### config.mk
export PLATFORM = sky130hd
export DESIGN_NAME = instr_encoder_loader
export DESIGN_NICKNAME = d
export VERILOG_FILES = /design/src/rtl/instr_encoder_loader.sv
export SDC_FILE = /design/constraint.sdc
export NUM_CORES = 1
export LEC_CHECK = 0
export BUFFER_PORTS_ARGS = -buffer_cell sky130_fd_sc_hd__buf_2
export CAP_MARGIN = 20
export CORE_ASPECT_RATIO = 0.8
export CORE_MARGIN = 2
export CORE_UTILIZATION = 55
export DETAILED_ROUTE_END_ITERATION = 10
export PLACE_DENSITY_LB_ADDON = 0.3
export SLEW_MARGIN = 20
export SYNTH_ARGS = -nofsm -noshare
export SYNTH_HDL_FRONTEND = slang
export SYNTH_SLANG_ARGS = --single-unit
### constraint.sdc
create_clock -name clk -period 4.3 [get_ports clk]
set_input_delay 0.43 -clock clk [delete_from_list [all_inputs] [get_ports clk]]
set_output_delay 0.43 -clock clk [all_outputs]
set_load 0.005 [all_outputs]
### src/rtl/instr_encoder_loader.sv
// Purpose : packs decoded 19-bit ISA instruction fields into IR words and writes them
//           sequentially into instruction memory starting at a programmed base address.
// Ports   : clk/rst_n; Start/Base_Addr/Length session control; In_* valid/ready field
//           stream; Imem_* write port (request held until Imem_Ack); Busy/Done status;
//           Err/Err_Code/Err_Count report illegal bundles dropped during the session.
// Latency : bundle accepted at edge N -> Imem_WE from edge N; earliest Ack at N+1.
// Backpr. : In_Ready drops while the word FIFO is full or Length bundles have been taken.
module instr_encoder_loader #(
    parameter int ADDR_W     = 8,
    parameter int FIFO_DEPTH = 4
) (
    input  logic              clk,
    input  logic              rst_n,
    input  logic              Start,
    input  logic [ADDR_W-1:0] Base_Addr,
    input  logic [ADDR_W:0]   Length,
    input  logic              In_Valid,
    output logic              In_Ready,
    input  logic [2:0]        In_Class,
    input  logic [3:0]        In_Func,
    input  logic [3:0]        In_Rd,
    input  logic [3:0]        In_Rs1,
    input  logic [3:0]        In_Rs2,
    input  logic [15:0]       In_Imm,
    output logic              Imem_WE,
    output logic [ADDR_W-1:0] Imem_Addr,
    output logic [18:0]       Imem_Data,
    input  logic              Imem_Ack,
    output logic              Busy,
    output logic              Done,
    output logic              Err,
    output logic [1:0]        Err_Code,
    output logic [7:0]        Err_Count
);

    localparam int PTR_W = (FIFO_DEPTH > 1) ? $clog2(FIFO_DEPTH) : 1;

    typedef enum logic [1:0] {
        S_IDLE  = 2'd0,
        S_LOAD  = 2'd1,
        S_DRAIN = 2'd2,
        S_DONE  = 2'd3
    } state_t;

    state_t            r_state;
    state_t            w_next;

    logic [ADDR_W-1:0] r_addr;
    logic [ADDR_W:0]   r_length;
    logic [ADDR_W:0]   r_accepted;
    logic              r_err;
    logic [1:0]        r_err_code;
    logic [7:0]        r_err_cnt;

    logic [18:0]       r_mem [FIFO_DEPTH];
    logic [PTR_W-1:0]  r_wr_ptr;
    logic [PTR_W-1:0]  r_rd_ptr;
    logic [PTR_W:0]    r_count;

    logic              w_full;
    logic              w_empty;
    logic              w_in_ready;
    logic              w_fire;
    logic              w_push;
    logic              w_pop;
    logic [18:0]       w_word;
    logic              w_bad;
    logic [1:0]        w_bad_code;

    assign w_full     = (r_count == (PTR_W+1)'(FIFO_DEPTH));
    assign w_empty    = (r_count == '0);
    // Ready uses the registered full flag only, so a same-cycle pop never
    // opens a slot for a push.
    assign w_in_ready = (r_state == S_LOAD) && !w_full && (r_accepted < r_length);
    assign w_fire     = In_Valid && w_in_ready;
    assign w_push     = w_fire && !w_bad;
    assign w_pop      = Imem_Ack && !w_empty;

    // Field packer and legality check. Priority when several faults coincide:
    // bad class, then bad func/kind, then immediate overflow.
    always_comb begin
        w_word     = '0;
        w_bad      = 1'b0;
        w_bad_code = 2'b00;
        case (In_Class)
            3'b000: begin
                w_word = {3'b000, In_Rd, In_Rs1, In_Rs2, In_Func};
                if (In_Func > 4'd12) begin
                    w_bad      = 1'b1;
                    w_bad_code = 2'b11;
                end
            end
            3'b001: begin
                if (In_Func[0]) begin
                    w_word = {3'b001, In_Imm[7:4], In_Rs1, In_Imm[3:0], 3'b000, 1'b1};
                end else begin
                    w_word = {3'b001, In_Imm[7:0], In_Rd, 4'b0000};
                end
                if (|In_Imm[15:8]) begin
                    w_bad      = 1'b1;
                    w_bad_code = 2'b10;
                end
            end
            3'b010, 3'b011: begin
                w_word = {In_Class, In_Rs1, In_Rs2, In_Imm[7:0]};
                if (|In_Imm[15:8]) begin
                    w_bad      = 1'b1;
                    w_bad_code = 2'b10;
                end
            end
            3'b100: begin
                // RET carries no target; its target field is forced to zero.
                w_word = {3'b100, (In_Func[1:0] == 2'b10) ? 14'd0 : In_Imm[13:0], In_Func[1:0]};
                if (In_Func[1:0] == 2'b11) begin
                    w_bad      = 1'b1;
                    w_bad_code = 2'b11;
                end else if (|In_Imm[15:14]) begin
                    w_bad      = 1'b1;
                    w_bad_code = 2'b10;
                end
            end
            3'b101: begin
                w_word = {3'b101, In_Rs1, In_Rs2, 8'h00};
            end
            default: begin
                w_bad      = 1'b1;
                w_bad_code = 2'b01;
            end
        endcase
    end

    // Storage array carries no reset; the empty flag masks its contents.
    always_ff @(posedge clk) begin
        if (w_push) begin
            r_mem[r_wr_ptr] <= w_word;
        end
    end

    always_ff @(posedge clk or negedge rst_n) begin
        if (!rst_n) begin
            r_wr_ptr <= '0;
            r_rd_ptr <= '0;
            r_count  <= '0;
        end else begin
            if (w_push) begin
                r_wr_ptr <= r_wr_ptr + 1'b1;
            end
            if (w_pop) begin
                r_rd_ptr <= r_rd_ptr + 1'b1;
            end
            case ({w_push, w_pop})
                2'b10:   r_count <= r_count + 1'b1;
                2'b01:   r_count <= r_count - 1'b1;
                default: r_count <= r_count;
            endcase
        end
    end

    always_ff @(posedge clk or negedge rst_n) begin
        if (!rst_n) begin
            r_state <= S_IDLE;
        end else begin
            r_state <= w_next;
        end
    end

    // An empty session passes through DRAIN for one cycle so Busy is visible
    // before the Done pulse.
    always_comb begin
        w_next = r_state;
        case (r_state)
            S_IDLE: begin
                if (Start) begin
                    w_next = (Length == '0) ? S_DRAIN : S_LOAD;
                end
            end
            S_LOAD: begin
                if (r_accepted == r_length) begin
                    w_next = S_DRAIN;
                end
            end
            S_DRAIN: begin
                if (w_empty) begin
                    w_next = S_DONE;
                end
            end
            S_DONE: begin
                w_next = S_IDLE;
            end
            default: begin
                w_next = S_IDLE;
            end
        endcase
    end

    always_ff @(posedge clk or negedge rst_n) begin
        if (!rst_n) begin
            r_addr     <= '0;
            r_length   <= '0;
            r_accepted <= '0;
            r_err      <= 1'b0;
            r_err_code <= 2'b00;
            r_err_cnt  <= 8'd0;
        end else if (r_state == S_IDLE) begin
            if (Start) begin
                r_addr     <= Base_Addr;
                r_length   <= Length;
                r_accepted <= '0;
                r_err      <= 1'b0;
                r_err_code <= 2'b00;
                r_err_cnt  <= 8'd0;
            end
        end else begin
            if (w_fire) begin
                r_accepted <= r_accepted + 1'b1;
            end
            if (w_fire && w_bad) begin
                r_err <= 1'b1;
                if (!r_err) begin
                    r_err_code <= w_bad_code;
                end
                if (r_err_cnt != 8'hFF) begin
                    r_err_cnt <= r_err_cnt + 1'b1;
                end
            end
            // Address wraps naturally at 2^ADDR_W.
            if (w_pop) begin
                r_addr <= r_addr + 1'b1;
            end
        end
    end

    assign In_Ready  = w_in_ready;
    assign Imem_WE   = !w_empty;
    assign Imem_Addr = r_addr;
    assign Imem_Data = w_empty ? 19'd0 : r_mem[r_rd_ptr];
    assign Busy      = (r_state == S_LOAD) || (r_state == S_DRAIN);
    assign Done      = (r_state == S_DONE);
    assign Err       = r_err;
    assign Err_Code  = r_err_code;
    assign Err_Count = r_err_cnt;

endmodule

======== Yosys cells after proc, flatten, opt, wreduce, memory -nomap -nowiden ========
Memory sizes are Yosys's and may differ from the RTL's.
Index checks and enable logic that the tools add are counted.
word-level totals
  bits in registers ....................... 46
  bits in writable memories ............... 76
  input bits .............................. 57
  output and inout port bits .............. 42
  logic and storage cells ................. 108
  memories ................................ 1
memory list
  name   depth  bits a word  read ports  clocked after memory_dff  write ports  RTL line  source
  r_mem  4      19           1           0                         1            55        logic [18:0] r_mem [FIFO_DEPTH];
cells by class
  $add $sub $neg .......................... 7
  order comparisons ....................... 2
  equal/unequal tests ..................... 19
  multiplexer cells ....................... 39
  reduce and logical (&&, ||, !) cells .... 30
operators by type and width
  cell                   number
  $pmux W19 S5           1
  $mux W8                7
  $mux W9                3
  $mux W2                12
  $mux W19               1
  $add A8 B1 Y8 const B  2
  $pmux W2 S4            2
  $mux W14               1
  $mux W12               1
  $eq A2 B2 Y1 const B   5
  $reduce_bool A2 Y1     5
  $add A9 B1 Y9 const B  1
  $eq A3 B3 Y1 const B   3
  $eq A9 B9 Y1           1
  $logic_not A9 Y1       1
  $lt A9 B9 Y1           1
  $mux W1                9
  $reduce_and A3 Y1      3
  $ne A8 B8 Y1 const B   1
  $reduce_and A2 Y1      4
  $reduce_or A8 Y1       1
  $eq A3 B2 Y1 const B   2
  $logic_and A1 B1 Y1    6
  $logic_not A3 Y1       2
  other kinds (15)       22

======== Depth between registers and ports, before layout ========
Gate-level depths: netlist (run 1).
  word-level depth ........................ 8
  gate-level depth with buffers ........... 13
  gate-level depth less buffers ........... 13

======== Least setup slack after synthesis (run 1) ========
OpenSTA, ideal clock, no wires.
  kind .................................... register to register
  from .................................... register r_accepted[8]
  to ...................................... register r_count[2]
  setup time .............................. 0.079 ns
  data arrival time ....................... 2.875 ns
  required time ........................... 4.221 ns
  path slack .............................. 1.346 ns
  stages on the path, launching flop included .. 13
  buffers on the path ..................... 0
  clock period less this slack ............ 2.954 ns
  cells stage by stage .................... dfrtp_1 > ha_1 > nand4_1 > a211oi_1 > nor3_1 > and2_1 > inv_1 > ha_1 > inv_1 > fa_1 > xor2_1 > nor2_1 > xor2_1
between the ends
  cells in the longest elaborated chain, start to end .. 6
  elaborated cells between the ends (all ways) .. 8
  classes of those cells .................. 1 x order compare; 2 x eq/ne; 1 x mux; 4 x reduce/logical
RTL lines
  what                                                      RTL line  source
  start: declaration                                        50        logic [ADDR_W:0] r_accepted;
  start signal: assignment                                  215       r_accepted <= r_accepted + 1'b1;
  $lt A9 B9 Y1 *                                            74        assign w_in_ready = (r_state == S_LOAD) && !w_full && (r_accepted < r_length);
  $logic_and A1 B1 Y1 *                                     74
  $logic_and A1 B1 Y1 *                                     75        assign w_fire = In_Valid && w_in_ready;
  $logic_and A1 B1 Y1 *                                     76        assign w_push = w_fire && !w_bad;
  $eq A2 B1 Y1 / $eq A2 B2 Y1 (equally long branches)       151       case ({w_push, w_pop})
  $pmux W3 S2 / $reduce_bool A2 Y1 (equally long branches)  -
  end signal: assignment                                    152       2'b10: r_count <= r_count + 1'b1;
  end signal: assignment                                    153       2'b01: r_count <= r_count - 1'b1;
  end signal: assignment                                    154       default: r_count <= r_count;
  end: declaration                                          58        logic [PTR_W:0] r_count;
Mark *: on every way between the ends. The rest lies on a longest branch, timed or not.
A chain may end at the register's enable or synchronous reset.

======== Worst setup path after layout (run 1) ========
Ends and elaborated chain as after synthesis.

==> metrics.md, run 1 <==
| Metric | Value |
|---|---|
| CTS clk-pin slew, worst paths | 0.05 ns |
| Total power | 0.00466 W |
| Most frequent cells after synthesis | edfxtp_1 (76), dfrtp_1 (46), nand2_1 (44) |
| Die width | 123 um |
| Io pins | 99 |
| Worst skew pair latency | 0.41 ns |
| #FFs+latches synth | 122 |
| CTS tree | done |
| Register Area | 3430 um^2 |
| Htree depth | 4 |
| Post-synthesis sequential area ratio | 0.549 |
| Required @ worst endpoint | 4.63 ns |
| Critical path peak fanout | 9 |
| Overall global routing resource usage | 0.272 |
| Max cap viols | 0 |
| Core Area | between 10,000 and 15,000 um^2 |
| R2r setup slk | 0.96 ns |
| Reg2reg path depth | 12 |
| DR DRC count | 0 |
| Fmax | 299 MHz |
| Critical path, cell by cell | ha_1, nand4_1, a211oi_1, nor3_1, and2_1, inv_1, ha_1, inv_1, fa_1, xor2_1, nor2_1, xor2_1 |
| # setup viols final | 0 |
| Period minus WS final | 3.34 ns |
| Share of cells above drive strength 1 | 0.275 |
| GRT overflow | 0 |
| Reg2reg start | r_accepted[8]$_DFFE_PN0P_ |
| LEAKAGE | 3.11 nW |
| Most common cell in the netlist | edfxtp_1 |
| Clk_skew | around 0.012 ns |
| Synth warnings | 0 |
| Iter 0 DRT Violations | 414 |
| WP buf/inv | 2 |
| Initial Utilization | 0.570 |
| Post-DP HPWL | 10.7 mm |
| Clk buf depth | 2 |
| Post-synth EDFFs | 76 |
| Largest net degree at the start of global routing | 47 |
| Leading area contributor after synthesis | edfxtp_1 |
| Root Driver | clkbuf_16 |
| Hold Fails Final Rpt | 0 |
| Power Density | 619 nW/um^2 |
| Hold_buf cts | 0 |
| Via/cell ratio | 6.18 |
| Setup TNS | 0 ns |
| Synth top area share | 0.365 |
| Peak VDD IR | 0.000329 V |
| Hold WS | 0.0314 ns |
| Post-CTS Setup Bufs | 0 |
| Area Growth Syn to Fin | 20.5% |
| Mean Syn Cell Area | around 12 um^2 |
| Synthesized Nets | a little under 600 |
| DR vias | 4,753 |
| Crit-path max cell delay | roughly 0.66 ns |
| Slew HR | 0.322 |
| Async SR Flop Fraction | 0.377 |
| CP endpoint kind | register |
| Worst R2R End | r_count[2]$_DFFE_PN0P_ |
| Part of the cycle the worst path needs | 0.777 |
| Final Max Slew Viols | 0 |
| Delay-heaviest family, CP | simple AND/OR/NAND/NOR gates |
| Length of the first detailed-routing pass in iterations | 5 |
| CP Class | reg -> reg |
| Post-cts sizing count | 0 |
| Antenna-violating nets left | 0 |
| Multi-input gate area | 2620 um^2 |
| Synth Cell Area | 6260 um^2 |
| Worst-Margin Slew | 1.02 ns |
| Gpl congestion | 0.958 |
| Die Y | 99.4 um |
| Worst hold path class | in -> async |
| Initial antenna violation count | 4 |
| WL per Instance | about 20 um |
| RSZ-0062 raised after global routing | no |
| Fill count | 750 |
| Predominant post-synthesis flop cell | edfxtp_1 |
| Global-route wire length before repair | 24.8 mm |
| Netlist cell types | 61 |
| Startpoint class of the critical path | register |
| Synth area leaders | edfxtp_1 (36%), dfrtp_1 (18%), mux4_2 (6.8%) |
| Cells after Synth | 507 |
| Outcome | finished clean |
| Clk sinks | 122 |
| Arr. time, crit path | 3.67 ns |
| Core Rows | 34 |
| Vias in the first global route | 4,692 |
| CP max stage cell | a211oi_1 |
| Fin nets | 688 |
| CTS Buf Count | 17 |
| Port buffer count | 98 |
| WL final | 15.6 mm |
| Full die area | ~12,000 um^2 |
==> layer usage <==
metal	global-route usage	wire length (um)
met5	0	0
met4	0.104	382
met3	0.0665	1130
met2	0.434	7600
met1	0.363	6510
==> worst max path at each step <==
| stage | cells after the start | slack, ns | startpoint | end |
|---|---|---|---|---|
| 6_report | 12 | 0.96 | r_accepted[8]$_DFFE_PN0P_ | r_count[2]$_DFFE_PN0P_ |
| 5_1_grt | 12 | 0.70 | r_accepted[8]$_DFFE_PN0P_ | r_count[2]$_DFFE_PN0P_ |
| 4_1_cts | 12 | 0.97 | r_accepted[8]$_DFFE_PN0P_ | r_count[2]$_DFFE_PN0P_ |
| 3_5_place_dp | 12 | 0.98 | r_accepted[8]$_DFFE_PN0P_ | r_count[2]$_DFFE_PN0P_ |
| 3_3_place_gp | 12 | 1.13 | r_accepted[8]$_DFFE_PN0P_ | r_count[2]$_DFFE_PN0P_ |
| 2_1_floorplan | 12 | 1.35 | r_accepted[8]$_DFFE_PN0P_ | r_count[2]$_DFFE_PN0P_ |
==> metrics by stage <==
step	setup slack, ns	cell area (um^2)	utilization	std cells
final	0.958	7540	0.687	769
after global placement	1.13	6900	0.628	733
after detailed placement	0.977	6900	0.628	733
after global routing	0.700	7530	0.686	767
after CTS	0.967	7510	0.684	764
after floorplan	1.35	6260	-	507
==> registers in the layout, summed over array words and instances, names as in the netlist <==
register / flops
r_mem: 76
r_accepted: 9
r_length: 9
Err_Count: 8
Imem_Addr: 8
r_count: 3
Err_Code: 2
r_rd_ptr: 2
r_state: 2
r_wr_ptr: 2
Err: 1
==> power by group <==
group          switching [W]  leakage, nW  internal (W)  total [W]
registers           0.000209         1.28       0.00145    0.00166
clock network       0.000484        0.300       0.00101    0.00150
logic               0.000790         1.54      0.000713    0.00150
total                0.00148         3.11       0.00318    0.00466
==> cell usage in the layout, fill, tap and decap left out, types with 8 or more instances in the layout <==
cell type,n
nand2_1,44
nand3_1,12
mux4_2,19
a211oi_1,10
mux2_2,12
buf_2,97
ha_1,21
buf_4,9
o21ai_0,26
nor2_1,13
edfxtp_1,76
and2_1,23
inv_1,30
a21oi_1,13
dfrtp_1,46
a221o_1,11
a22oi_1,9
mux2i_1,8
xor2_1,10
and3_1,18
clkbuf_16,17
==> worst register-to-register path: cells and delay by family, from the launching register on <==
| kind | cells | cell delay, ns |
|---|---|---|
| buffers and inverters | 2 | 0.13 |
| flip-flops | 1 | 0.40 |
| AO/OA/AOI/OAI | 1 | 0.66 |
| adder cells (fa/ha/maj) | 3 | 0.86 |
| XOR/XNOR | 2 | 0.30 |
| AND/OR/NAND/NOR | 4 | 0.93 |
==> layout make-up <==
| class | count | share of cell area |
|---|---|---|
| multi-input cells | 330 | 0.348 |
| diodes | 4 | 0.00133 |
| clock inverters | 11 | 0.0234 |
| inverters | 31 | 0.0154 |
| repair buffers | 107 | 0.0749 |
| flip-flops and latches | 122 | 0.456 |
| well taps | 144 | 0.0239 |
| clock buffers | 20 | 0.0579 |
==> cell families after synthesis <==
family          count (synthesis)  synth area share
buf+inv                        55            0.0338
fa+ha+maj                      22            0.0452
compound gates                108             0.122
xor+xnor                       13            0.0182
simple gates                  148             0.129
flops                         122             0.549
mux                            39             0.103
Note: power is estimated with default switching activity, not from simulation.
==> run 2, diff against run 1 <==
- clock period: 4.3 -> 3.4 ns (I/O delays scaled with it)
==> run 2 against run 1 <==
Compared with the run above: clock-buffer cell count decreased by 2; register-to-register slack got worse by 0.73 ns; highest routed layer unchanged; critical endpoint unchanged; core utilization increased by 0.13 points.
==> metrics.md, run 2 (synthesis gave the netlist of run 1 again) <==
| Metric | Value |
|---|---|
| Internal power | about 0.0040 W |
| Area Growth Syn to Fin | 20.7% |
| Comb power frac | 0.325 |
| CP max stage cell | a211oi_1 |
| Worst skew pair latency | between 0.4 and 0.5 ns |
| Reg2reg path depth | 12 |
| WL per Instance | approximately 20 um |
| # setup viols final | 0 |
| Power Density | approximately 800 nW/um^2 |
| Die width | 123 um |
| Post-CTS Setup Bufs | 0 |
| Antenna-violating nets left | 0 |
| Largest net degree at the start of global routing | 47 |
| Biggest regs | r_mem x76, r_accepted x9, r_length x9 |
| Full die area | between 10,000 and 15,000 um^2 |
| Critical path peak fanout | 4 |
| DR DRC count | 0 |
| Global-route wire length before repair | 24.0 mm |
| Io pins | 99 |
| CP Class | reg -> reg |
| Initial Utilization | 0.570 |
| WHS Endpoint | r_length[0]$_DFFE_PN0P_ |
| P_sw | 0.00195 W |
| Delay-heaviest family, CP | adder cells |
| Period minus WS final | 3.17 ns |
| Reg2reg start | r_accepted[6]$_DFFE_PN0P_ |
| Fin nets | 688 |
| Initial antenna violation count | 4 |
| Biggest register | r_mem |
| Worst R2R End | r_count[2]$_DFFE_PN0P_ |
| RSZ-0062 raised after global routing | no |
| CTS tree | done |
| Iter 0 DRT Violations | approximately 470 |
| Arr. time, crit path | 3.51 ns |
| Outcome | finished clean |
| Max reg flops | 76 |
| Startpoint class of the critical path | register |
| Port buffer count | 98 |
| Most frequent cells in the layout | buf_2 (97), edfxtp_1 (76), dfrtp_1 (46), nand2_1 (44), inv_1 (30) |
| Seq pwr share | 0.354 |
| Most common cell after layout, fill and taps aside | buf_2 |
| CP endpoint kind | register |
| Share of cells above drive strength 1 | 0.285 |
| Htree depth | 4 |
| Fmax | 315 MHz |
| Root Driver | clkbuf_16 |
| CTS clk-pin slew, worst paths | 0.06 ns |
| Vias in the first global route | 4,615 |
| WL final | 15.5 mm |
| Overall global routing resource usage | 0.264 |
| GRT overflow | 0 |
| Die Y | 99.4 um |
| PnR worst setup slack | between 0.2 and 0.25 ns |
| Worst hold start | Length[0] |
| LEAKAGE | 3.12 nW |
| Length of the first detailed-routing pass in iterations | 5 |
| Via/cell ratio | 6.09 |
| R2r setup slk | between 0.2 and 0.25 ns |
| Peak VDD IR | 0.000507 V |
| Clk_skew | 0.00818 ns |
| Final Max Slew Viols | 0 |
| Hold WS | 0.130 ns |
| Clk pwr share | 0.321 |
| Crit-path max cell delay | 0.65 ns |
| WP buf/inv | 2 |
| Max cap viols | 0 |
| Hold Fails Final Rpt | 0 |
| Part of the cycle the worst path needs | 0.933 |
| Post-DP HPWL | 10.5 mm |
| Post-Place Worst Slack | 0.321 ns |
| Gpl congestion | 0.964 |
| Worst-Margin Slew | between 1 and 1.5 ns |
| Core Area | roughly 11,000 um^2 |
| Clk buf depth | 2 |
| Worst hold path class | in -> reg |
| Required @ worst endpoint | 3.74 ns |
| Critical path, cell by cell | ha_1, nand4_1, a211oi_1, nor3_1, and2_1, inv_1, ha_1, inv_1, fa_1, xor2_1, nor2_1, xor2_1 |
| Slew HR | 0.277 |
| Clk sinks | roughly 120 |
| Sw Share | 0.329 |
| CTS Buf Count | 17 |
| Setup TNS | 0 ns |
| Core Rows | 34 |
| DR vias | around 4,700 |
| Hold path cells | 3 |
==> run 2: how the worst max path moves through the flow <==
stage                                    from                      to  depth (start not counted)
global placement    r_accepted[8]$_DFFE_PN0P_  r_count[2]$_DFFE_PN0P_                         12
CTS                 r_accepted[8]$_DFFE_PN0P_  r_count[2]$_DFFE_PN0P_                         12
global route        r_accepted[8]$_DFFE_PN0P_  r_count[2]$_DFFE_PN0P_                         12
finish              r_accepted[6]$_DFFE_PN0P_  r_count[2]$_DFFE_PN0P_                         12
floorplan           r_accepted[8]$_DFFE_PN0P_  r_count[2]$_DFFE_PN0P_                         12
detailed placement  r_accepted[8]$_DFFE_PN0P_  r_count[2]$_DFFE_PN0P_                         12
==> run 2: power by group through the flow <==
stage | clock, W | sequential [W] | combinational (W)
global placement | 0 | 0.00210 | 0.00184
CTS | 0.00192 | 0.00209 | 0.00194
finish | 0.00190 | 0.00210 | 0.00193
detailed placement | 0 | 0.00211 | 0.00191
global route | 0.00197 | 0.00213 | 0.00216
floorplan | 0 | 0.00202 | 0.00130
==> run 2: layout make-up <==
class / instances / area (um^2)
repair buffers: 107 / 563
diodes: 4 / 10.0
inverters: 31 / 116
clock buffers: 18 / 429
flip-flops and latches: 122 / 3430
multi-input cells: 330 / 2620
fillers: 792 / 3420
clock inverters: 14 / 198
well taps: 144 / 180
==> run 2: worst reg2reg max path, stage by stage (launching register included) <==
cell and delay, ns:
dfrtp_1 0.41, ha_1 0.32, nand4_1 0.21, a211oi_1 0.65, nor3_1 0.18, and2_1 0.23
inv_1 0.07, ha_1 0.17, inv_1 0.06, fa_1 0.38, xor2_1 0.15, nor2_1 0.13
xor2_1 0.15
==> run 2: what timing repair did <==
| item | CTS | global route |
|---|---|---|
| resized for setup | 0 | 0 |
| hold buffers | 0 | 1 |
| hold endpoints to repair | 0 | 46 |
==> run 2: stage by stage <==
| stage | instance area (um^2) | util | power [W] | cells |
|---|---|---|---|---|
| 2_1_floorplan | 6260 | - | 0.00332 | 507 |
| 3_3_place_gp | 6900 | 0.628 | 0.00394 | 733 |
| 3_5_place_dp | 6900 | 0.628 | 0.00402 | 733 |
| 4_1_cts | 7520 | 0.686 | 0.00595 | 765 |
| 5_1_grt | 7550 | 0.688 | 0.00626 | 768 |
| 6_report | 7550 | 0.688 | 0.00593 | 770 |
==> run 2: routing by layer <==
layer,vias up,wire length [um],global-route usage
met3,30,1170,0.0516
met4,0,371,0.116
met2,217,7450,0.415
li1,2142,-,-
met5,-,0,0
met1,2299,6490,0.358
==> run 3, diff against run 2 <==
- CORE_UTILIZATION: 55 -> 30
- clock period: 3.4 -> 2.8 ns (I/O delays scaled with it)
==> run 3 against run 2 <==
Compared with the run above: flip-flop and latch count is the same; first-iteration DRC count shrank 14%; die area is 80% higher; clock skew is 0.0041 ns higher; clock power increased by 10%; global-route usage down 11 points; cell area increased by 4.2%; via count increased by 0.73%; sequential share of layout area decreased by 1.8 points; combinational power is 29% higher; critical path type unchanged.
==> metrics.md, run 3 (synthesis gave the netlist of run 1 again) <==
| Metric | Value |
|---|---|
| Outcome | finished clean |
| Gpl congestion | slightly above 0.8 |
| Port buffer count | 98 |
| Slew HR | 0.378 |
| Crit path capture | r_count[2]$_DFFE_PN0P_ |
| Arr. time, crit path | about 3.0 ns |
| Full die area | 22,000 um^2 |
| Max cap viols | 0 |
| Worst R2R End | r_count[2]$_DFFE_PN0P_ |
| Most common cell after layout, fill and taps aside | buf_2 |
| WL final | about 16 mm |
| Fin nets | ~710 |
| Htree depth | 4 |
| Length of the first detailed-routing pass in iterations | 5 |
| Most frequent cells in the layout | buf_2 (97), edfxtp_1 (76), dfrtp_1 (46), nand2_1 (44), inv_1 (30) |
| Reg2reg start | r_accepted[8]$_DFFE_PN0P_ |
| Delay-heaviest family, CP | adder cells |
| WL per Instance | 17.9 um |
| Biggest regs | r_mem x76, r_accepted x9, r_length x9 |
| Required @ worst endpoint | 3.14 ns |
| CP endpoint kind | register |
| Biggest register | r_mem |
| Critical path, cell by cell | ha_4, nand4_1, o2111ai_4, nor3_2, and2_1, inv_1, ha_1, inv_1, fa_1, xor2_1, nor2_1, xor2_1 |
| Overall global routing resource usage | 0.155 |
| Die width | about 170 um |
| PnR worst setup slack | 0.179 ns |
| Core Area | just over 20,000 um^2 |
| Clk buf depth | 2 |
| Clk_skew | 0.0123 ns |
| Finished Layout Cells | 913 |
| Power Density | 898 nW/um^2 |
| Max reg flops | 76 |
| Initial antenna violation count | 1 |
| Worst hold path class | in -> reg |
| Global-route wire length before repair | 25.8 mm |
| Critical path peak fanout | 3 |
| Share of cells above drive strength 1 | 0.309 |
| Fill count | 2,005 |
| Post-Place Worst Slack | 0.0909 ns |
| Core Rows | 47 |
| LEAKAGE | 3.20 nW |
| Post-DP HPWL | 11.4 mm |
| Largest net degree at the start of global routing | between 40 and 50 |
| Reg2reg path depth | 12 |
| Final Max Slew Viols | 0 |
| CTS Buf Count | 17 |
| Clk sinks | 122 |
| Cell count along the critical path | 12 |
| Total power | 0.00706 W |
| Hold WS | 0.0783 ns |
| Via/cell ratio | 5.17 |
| CTS clk-pin slew, worst paths | 0.06 ns |
| Die Y | 133 um |
| Worst skew pair latency | about 0.42 ns |
| CP Class | reg -> reg |
| Peak VDD IR | 0.000507 V |
| DR DRC count | 0 |
| Vias in the first global route | 4,763 |
| CP max stage cell | dfrtp_1 |
| Root Driver | clkbuf_16 |
| Fmax | 382 MHz |
| Placed cell count | 874 |
| Part of the cycle the worst path needs | 0.936 |
| Iter 0 DRT Violations | 402 |
| GRT overflow | 0 |
| Initial Utilization | 0.304 |
| Crit-path max cell delay | 0.41 ns |
| Period minus WS final | between 2 and 3 ns |
| CTS tree | done |
| Worst-Margin Slew | approximately 0.93 ns |
| WP buf/inv | 2 |
| Antenna-violating nets left | 0 |
| # setup viols final | 0 |
| DR vias | 4,722 |
| R2r setup slk | 0.18 ns |
| Startpoint class of the critical path | register |
| Area Growth Syn to Fin | 25.7% |
| Worst Setup SP | r_accepted[8]$_DFFE_PN0P_ |
| Worst hold start | Length[0] |
| Hold Fails Final Rpt | 0 |
| Io pins | 99 |
-- run 3: worst min path at each step --
stage	slack (ns)	depth (start not counted)	end
after floorplan	-0.02	0	Err$_DFFE_PN0P_
after global placement	0.46	1	r_rd_ptr[1]$_DFFE_PN0P_
after detailed placement	0.47	1	r_rd_ptr[1]$_DFFE_PN0P_
after CTS	0.06	3	r_length[0]$_DFFE_PN0P_
after global routing	0.07	3	r_length[0]$_DFFE_PN0P_
final	0.08	3	r_length[0]$_DFFE_PN0P_
-- run 3: timing repair --
action / in CTS / in global routing
setup endpoints to repair: 0 / 2
hold buffers: 0 / 1
gates resized for setup: 0 / 3
hold endpoints to repair: 0 / 46
setup buffers: 0 / 5
-- run 3: area by class of cell --
type | count | area, um^2 | area share
clock inverter | 15 | 140 | 0.0178
timing repair buffer | 128 | 771 | 0.0980
sequential | 122 | 3430 | 0.437
clock buffer | 17 | 425 | 0.0541
inverter | 31 | 116 | 0.0148
multi-input combinational | 330 | 2640 | 0.336
tap | 269 | 337 | 0.0428
antenna | 1 | 2.50 | 0.000318
-- run 3: per-stage QoR --
stage	instance area [um^2]	setup TNS (ns)	util
after global routing	7870	-0.00511	0.382
after CTS	7790	0	0.379
after detailed placement	7230	0	0.351
final	7870	0	0.382
after global placement	7230	0	0.351
after floorplan	6260	0	-
-- run 3: tightest hold or removal path: cells and delay by family --
family / cells / cell delay, ns
AND/OR/NAND/NOR: 2 / 0.10
buffers and inverters: 1 / 0.09
-- run 3: metal layers --
metal / vias to the layer above / wire length, um / global-route usage
met3: 21 / 1230 / 0.0467
met4: 0 / 195 / 0.0388
met2: 165 / 7380 / 0.234
met5: - / 0 / 0
li1: 2194 / - / -
met1: 2342 / 7530 / 0.219
-- run 3: where the power goes --
part | internal, W | leakage (nW) | total [W] | switching, W
Clock | 0.00123 | 0.269 | 0.00209 | 0.000854
Sequential | 0.00223 | 1.28 | 0.00248 | 0.000253
Combinational | 0.00118 | 1.65 | 0.00249 | 0.00131
